<file path="config.mk">
export PLATFORM = sky130hd
export DESIGN_NAME = branch_resolve_tracker
export DESIGN_NICKNAME = d
export VERILOG_FILES = /design/src/rtl/branch_pkg.sv /design/src/rtl/branch_resolve_tracker_slot.sv /design/src/rtl/branch_resolve_tracker.sv
export SDC_FILE = /design/constraint.sdc
export NUM_CORES = 1
export LEC_CHECK = 0
export BUFFER_PORTS_ARGS = -buffer_cell sky130_fd_sc_hd__buf_4
export CORE_MARGIN = 3
export CORE_UTILIZATION = 45
export CTS_CLUSTER_DIAMETER = 30
export CTS_CLUSTER_SIZE = 25
export DETAILED_ROUTE_END_ITERATION = 10
export HOLD_SLACK_MARGIN = 0.15
export PLACE_DENSITY = 0.7
export SLEW_MARGIN = 10
export SYNTH_ARGS = -nofsm -noshare
export SYNTH_HDL_FRONTEND = slang
export SYNTH_SLANG_ARGS = --single-unit
</file>
<file path="constraint.sdc">
create_clock -name clk -period 2.65 [get_ports clk]
set_clock_uncertainty 0.05 [all_clocks]
set_input_delay 0.1325 -clock clk [delete_from_list [all_inputs] [get_ports clk]]
set_output_delay 0.1325 -clock clk [all_outputs]
set_load 0.1 [all_outputs]
</file>
<file path="src/rtl/branch_pkg.sv">
// Shared types and helpers for the branch resolve tracker.
//   state_e  : recovery FSM states
//   slot_t   : one tracking slot {valid, pc, pred_taken, pred_target}
//   sat_inc  : 32-bit saturating increment used by the statistics counters
package branch_pkg;

  localparam int unsigned INSTR_BYTES = 4;
  // Slot PC fields are sized for the widest supported PC.
  localparam int unsigned SLOT_PC_W   = 64;

  typedef enum logic [0:0] {
    RUN     = 1'b0,
    RECOVER = 1'b1
  } state_e;

  typedef struct packed {
    logic                 valid;
    logic [SLOT_PC_W-1:0] pc;
    logic                 pred_taken;
    logic [SLOT_PC_W-1:0] pred_target;
  } slot_t;

  function automatic logic [31:0] sat_inc(input logic [31:0] v);
    return (v == 32'hFFFF_FFFF) ? v : v + 32'd1;
  endfunction

endpackage

</file>
<file path="src/rtl/branch_resolve_tracker_slot.sv">
// bp_slot_reg: one prediction tracking slot.
//   clk, rst : clock, synchronous active-high reset
//   hold     : keep current contents
//   inval    : clear the valid bit (wins over hold and load)
//   d / q    : next slot contents / registered slot
module bp_slot_reg
  import branch_pkg::*;
(
  input  logic  clk,
  input  logic  rst,
  input  logic  hold,
  input  logic  inval,
  input  slot_t d,
  output slot_t q
);

  always_ff @(posedge clk) begin
    if (rst) begin
      q <= '0;
    end else if (inval) begin
      q.valid <= 1'b0;
    end else if (!hold) begin
      q <= d;
    end
  end

endmodule

</file>
<file path="src/rtl/branch_resolve_tracker.sv">
// branch_resolve_tracker: follows each fetched prediction through ID and EX,
// checks it against the EX outcome, updates the BHT and drives recovery.
//   clk, rst              : clock, synchronous active-high reset
//   stall                 : pipeline hold
//   if_*                  : fetched instruction and its prediction
//   ex_*                  : resolved outcome of the EX instruction
//   bht_*                 : registered table update (single-cycle bht_en)
//   flush, redirect_*     : registered recovery request (single-cycle pulse)
//   branch_count          : saturating count of table updates
//   mispredict_count      : saturating count of mispredicts
//
// state   | meaning
// RUN     | normal operation, fetched instructions are captured
// RECOVER | cycle after a mispredict, the in-flight fetch is wrong-path
module branch_resolve_tracker
  import branch_pkg::*;
#(
  parameter int unsigned PC_W  = 64,
  parameter int unsigned LOWER = 5
) (
  input  logic             clk,
  input  logic             rst,
  input  logic             stall,
  input  logic             if_valid,
  input  logic [PC_W-1:0]  if_pc,
  input  logic             if_pred_taken,
  input  logic [PC_W-1:0]  if_pred_target,
  input  logic             ex_is_branch,
  input  logic             ex_is_jump,
  input  logic             ex_taken,
  input  logic [PC_W-1:0]  ex_target,
  output logic             bht_en,
  output logic [LOWER-1:0] bht_write_addr,
  output logic             bht_was_taken,
  output logic             bht_jumped,
  output logic             flush,
  output logic             redirect_valid,
  output logic [PC_W-1:0]  redirect_pc,
  output logic [31:0]      branch_count,
  output logic [31:0]      mispredict_count
);

  state_e state_q, state_next;
  slot_t  id_d, id_q, ex_q;

  logic            resolve, actual_taken, mispredict, update;
  logic [PC_W-1:0] ex_pc, ex_pred_target, correct_pc;

  always_comb begin
    id_d             = '0;
    id_d.valid       = if_valid && (state_q == RUN);
    id_d.pc          = SLOT_PC_W'(if_pc);
    id_d.pred_taken  = if_pred_taken;
    id_d.pred_target = SLOT_PC_W'(if_pred_target);
  end

  bp_slot_reg u_id_slot (
    .clk   (clk),
    .rst   (rst),
    .hold  (stall),
    .inval (mispredict),
    .d     (id_d),
    .q     (id_q)
  );

  bp_slot_reg u_ex_slot (
    .clk   (clk),
    .rst   (rst),
    .hold  (stall),
    .inval (mispredict),
    .d     (id_q),
    .q     (ex_q)
  );

  // A jump wins when both type flags are set, so it is always actual-taken.
  always_comb begin
    ex_pc          = ex_q.pc[PC_W-1:0];
    ex_pred_target = ex_q.pred_target[PC_W-1:0];
    resolve        = ex_q.valid && !stall;
    actual_taken   = ex_is_jump || (ex_is_branch && ex_taken);
    correct_pc     = actual_taken ? ex_target : ex_pc + PC_W'(INSTR_BYTES);
    mispredict     = resolve &&
                     ((actual_taken != ex_q.pred_taken) ||
                      (actual_taken && (ex_pred_target != ex_target)));
    update         = resolve && (ex_is_branch || ex_is_jump);
  end

  always_ff @(posedge clk) begin
    if (rst) state_q <= RUN;
    else     state_q <= state_next;
  end

  always_comb begin
    state_next = state_q;
    case (state_q)
      RUN:     if (mispredict) state_next = RECOVER;
      RECOVER: if (!stall)     state_next = RUN;
      default: state_next = RUN;
    endcase
  end

  // Pulses are recomputed every cycle so stall can never stretch them;
  // address/target fields keep the last reported value.
  always_ff @(posedge clk) begin
    if (rst) begin
      bht_en           <= 1'b0;
      bht_write_addr   <= '0;
      bht_was_taken    <= 1'b0;
      bht_jumped       <= 1'b0;
      flush            <= 1'b0;
      redirect_valid   <= 1'b0;
      redirect_pc      <= '0;
      branch_count     <= '0;
      mispredict_count <= '0;
    end else begin
      bht_en         <= update;
      flush          <= mispredict;
      redirect_valid <= mispredict;
      if (update) begin
        bht_write_addr <= ex_pc[LOWER+1:2];
        bht_was_taken  <= ex_is_branch && ex_taken && !ex_is_jump;
        bht_jumped     <= ex_is_jump;
        branch_count   <= sat_inc(branch_count);
      end
      if (mispredict) begin
        redirect_pc      <= correct_pc;
        mispredict_count <= sat_inc(mispredict_count);
      end
    end
  end

endmodule

</file>
==> results.md <==
* Sw Pwr at 5.079 mW
* Seq pwr share at 0.322
* Failing checks: negative setup slack
* Cell internal pwr at 14.98 mW
* Post-synthesis instance total at 1,934
* Die Ht at just over 200 um
* Worst Setup End Kind: flop
* Final number of setup-violating endpoints at roughly 320
* Register area share after synthesis at 0.4530
* Final Core Density at 0.7434
* Hold Crit Start: ex_target[31]
* Place WS at -99.15 ps
* Post-layout nets at 2,818
* Largest net degree at the start of global routing at 116
* Worst rel slew slack at 0.5065
* Crit path arrival time at approximately 3400 ps
* Vias in the first global route at 17,179
* Seq cells post-synth at 398
* Reg2reg start: u_ex_slot.q[30]
* Worst-case reg-to-reg path depth at 11
* Worst Path Max Fanout at 6
* N_diodes at 0
* Status: finished with violations
* WL/cell at 21.64 um
* Via count at 17,728
* CTS Root Cell: clkbuf_16
* Die Area at roughly 41,000 um2
* Worst path required time at around 3100 ps
* Sw Share at 0.2532
* CTS tree: yes
* WHS Path Cells at 5
* Clock Path Buffers at 3
* VDD IR max at 0.4618 mV
* Top Ports at 338
* Crit path time final at approximately 2900 ps
* Final setup TNS at -26,380 ps
* Slew Viols, Final at 0
* Mapped Area at 17,590 um2
* Die Wd at 203.7 um
* Worst min-delay path category: input port to flop
* DP HPWL at 41,600 um
* Hold slack final at 240.5 ps
* Clock share of power at 0.565
* Fin crit share at 1.108
* Ys Warns at 0
* Post-synth EDFFs at 0
* Part of the power in combinational logic at 0.113
* RePlAce Congestion at 0.8971
* Routed WL at roughly 69,000 um
* Worst setup path class: flop to flop
* CTS Sinks at between 300 and 400
* Global Route Usage Sum at 0.3019
* Post-synth ARST share at 0
* CP Launch Type: flop
* Area Growth Syn to Fin at 61.07%
* Total CTS buffers at 90
* Fmax at 340.5 MHz
* Core Footprint at 38,110 um2
* Clock slew at reported path FFs at 50 ps
* H-tree depth at 3
* Hold Vio Cnt, Final at 0
* Post-synth cell types at a little over 60
* Via/cell ratio at about 5.5
* Top FF cell, synth: dfxtp_1
* DRT antenna net count at 0
* Initial core utilization at 0.4615
* Final Power at 20.06 mW
* Antenna violations before repair at 0
* Reg2reg end: u_id_slot.q[31]
* Syn nets at 2,137
* FF-to-FF setup slack at -290 ps
* Setup ws final at -287.0 ps
* Mapped Avg Cell Area at between 9 and 10 um2
* First-pass GRT wire length at 98,490 um
* Input/output buffers at 337
* Detailed Route Iter0 Violations at 1,595
* Worst Tran Pin Value at 732.5 ps
* Fill cells at 2,447
* Residual DRC at 0
* Max-Cap Viols at 0
* Worst skew pair latency at roughly 600 ps
* Grt ovf at 0
* Hold path endpoint: redirect_pc[31]
* RSZ-0062 raised after global routing: yes
* Ratio of cells with drive above 1 in the final layout at 0.3095
* Leakage Power at 12.25 nW
* Row count at 71
* DRT Pass-1 Iters at 6
* Power density cells at approximately 700 nW/um2
synth_stat cells (all sizes together) (7+ instances only):
library cell | count | share of area
o21ai | 15 | 0.0043
nor4 | 22 | 0.0087
and3 | 21 | 0.0075
inv | 25 | 0.0053
nor2b | 27 | 0.0096
a21oi | 82 | 0.024
nor3 | 29 | 0.0085
nand3 | 49 | 0.014
buf | 48 | 0.015
or4 | 13 | 0.0058
a22o | 8 | 0.0040
o31ai | 10 | 0.0043
a211o | 48 | 0.024
nand4 | 48 | 0.017
dfxtp | 398 | 0.45
and4 | 16 | 0.0083
clkbuf | 75 | 0.019
and2 | 7 | 0.0025
xor2 | 44 | 0.022
nor2 | 401 | 0.086
mux2 | 16 | 0.010
mux2i | 262 | 0.15
xnor2 | 95 | 0.047
or3 | 9 | 0.0033
nand2 | 116 | 0.025
worst max-delay path, stage by stage, from the launching register on:
cell and delay, ps:
dfxtp_2 340, inv_1 80, a2111o_1 400, nor4_2 290, nand4_1 320, o31ai_4 300, buf_6 180, buf_12 140
buf_12 130, buf_16 120, mux2i_1 330, nor2_1 110
registers in the layout (all words and copies together) (netlist names):
| signal | cells |
|---|---|
| bht_en | 1 |
| bht_was_taken | 1 |
| branch_count | 32 |
| redirect_pc | 64 |
| u_ex_slot.q | 130 |
| redirect_valid | 1 |
| bht_jumped | 1 |
| state_q | 1 |
| mispredict_count | 32 |
| bht_write_addr | 5 |
| u_id_slot.q | 130 |
power by group through the flow:
| stage | logic, mW | registers (mW) | clock network (mW) |
|---|---|---|---|
| after floorplan | 0.844 | 6.55 | 0 |
| after global placement | 1.54 | 6.52 | 0 |
| after detailed placement | 1.57 | 6.53 | 0 |
| after CTS | 2.03 | 6.42 | 11.3 |
| after global routing | 2.38 | 6.47 | 11.7 |
| final | 2.27 | 6.45 | 11.3 |
final cells by class:
type	count	area (um2)	area share
clock buffer	109	2455	0.08665
tap	511	639.4	0.02257
timing repair buffer	712	7030	0.2482
sequential	398	8056	0.2844
multi-input combinational	1388	9407	0.3320
inverter	25	93.84	0.003312
clock inverter	56	649.4	0.02292
repair_timing:
| item | CTS | global route |
|---|---|---|
| hold endpoints to repair | 244 | 0 |
| gates cloned | 13 | 21 |
| setup endpoints to repair | 329 | 344 |
| setup buffers | 19 | 25 |
| pin swaps | 14 | 36 |
| hold buffers | 205 | 0 |
| gates resized for setup | 49 | 134 |
placed cells by master, fill, tap and decap left out, types with 11 or more instances in the layout:
cell and instances:
xnor2_1 85, dfxtp_1 337, a211o_1 48, clkbuf_16 112, mux2i_2 13, nand2_1 115, a21oi_1 72, mux2i_1 242
dlygate4sd3_1 205, nor3_1 21, and4_1 11, clkbuf_8 11, mux2_2 16, nor2b_1 23, clkinv_2 13, dfxtp_2 56
inv_6 17, buf_6 23, inv_1 25, buf_16 15, nor4_1 18, nand3_1 49, nand4_1 47, buf_12 28
and3_1 19, buf_4 411, xor2_1 43, nor2_1 400
cells by family (layout without fill, tap and decap cells):
| logic type | count (synthesis) | count (layout) | share of synthesized area |
|---|---|---|---|
| multiplexers | 278 | 278 | 0.1593 |
| XOR/XNOR | 139 | 139 | 0.06921 |
| AO/OA/AOI/OAI | 189 | 189 | 0.07185 |
| adder cells (fa/ha/maj) | 3 | 3 | 0.002134 |
| AND/OR/NAND/NOR | 779 | 779 | 0.2051 |
| flip-flops | 398 | 398 | 0.4530 |
| buffers and inverters | 148 | 902 | 0.03941 |
per-stage QoR:
| step | area, um2 | std cells |
|---|---|---|
| 5_1_grt | 28330 | 3199 |
| 4_1_cts | 27300 | 3166 |
| 6_report | 28330 | 3199 |
| 2_1_floorplan | 17660 | 1934 |
| 3_3_place_gp | 21330 | 2766 |
| 3_5_place_dp | 21330 | 2766 |
per-layer routing:
layer,vias to the layer above,track usage,wire [um]
met5,-,0,0
met4,0,0.1340,3644
met3,231,0.06528,5495
met2,904,0.4917,32310
met1,8488,0.3862,27790
li1,8105,-,-
how the worst max path moves through the flow:
stage | endpoint | slack [ps] | depth (start not counted) | start
6_report | u_id_slot.q[31] | -290 | 11 | u_ex_slot.q[30]
4_1_cts | mispredict_count[28] | -80 | 11 | u_ex_slot.q[48]
2_1_floorplan | mispredict_count[22] | 0.4 | 8 | mispredict_count[14]
3_5_place_dp | u_id_slot.q[43] | -100 | 11 | u_ex_slot.q[18]
5_1_grt | u_ex_slot.q[8] | -330 | 10 | u_ex_slot.q[45]
3_3_place_gp | redirect_pc[39] | -60 | 12 | u_ex_slot.q[16]
(Power assumes the default switching activity.)
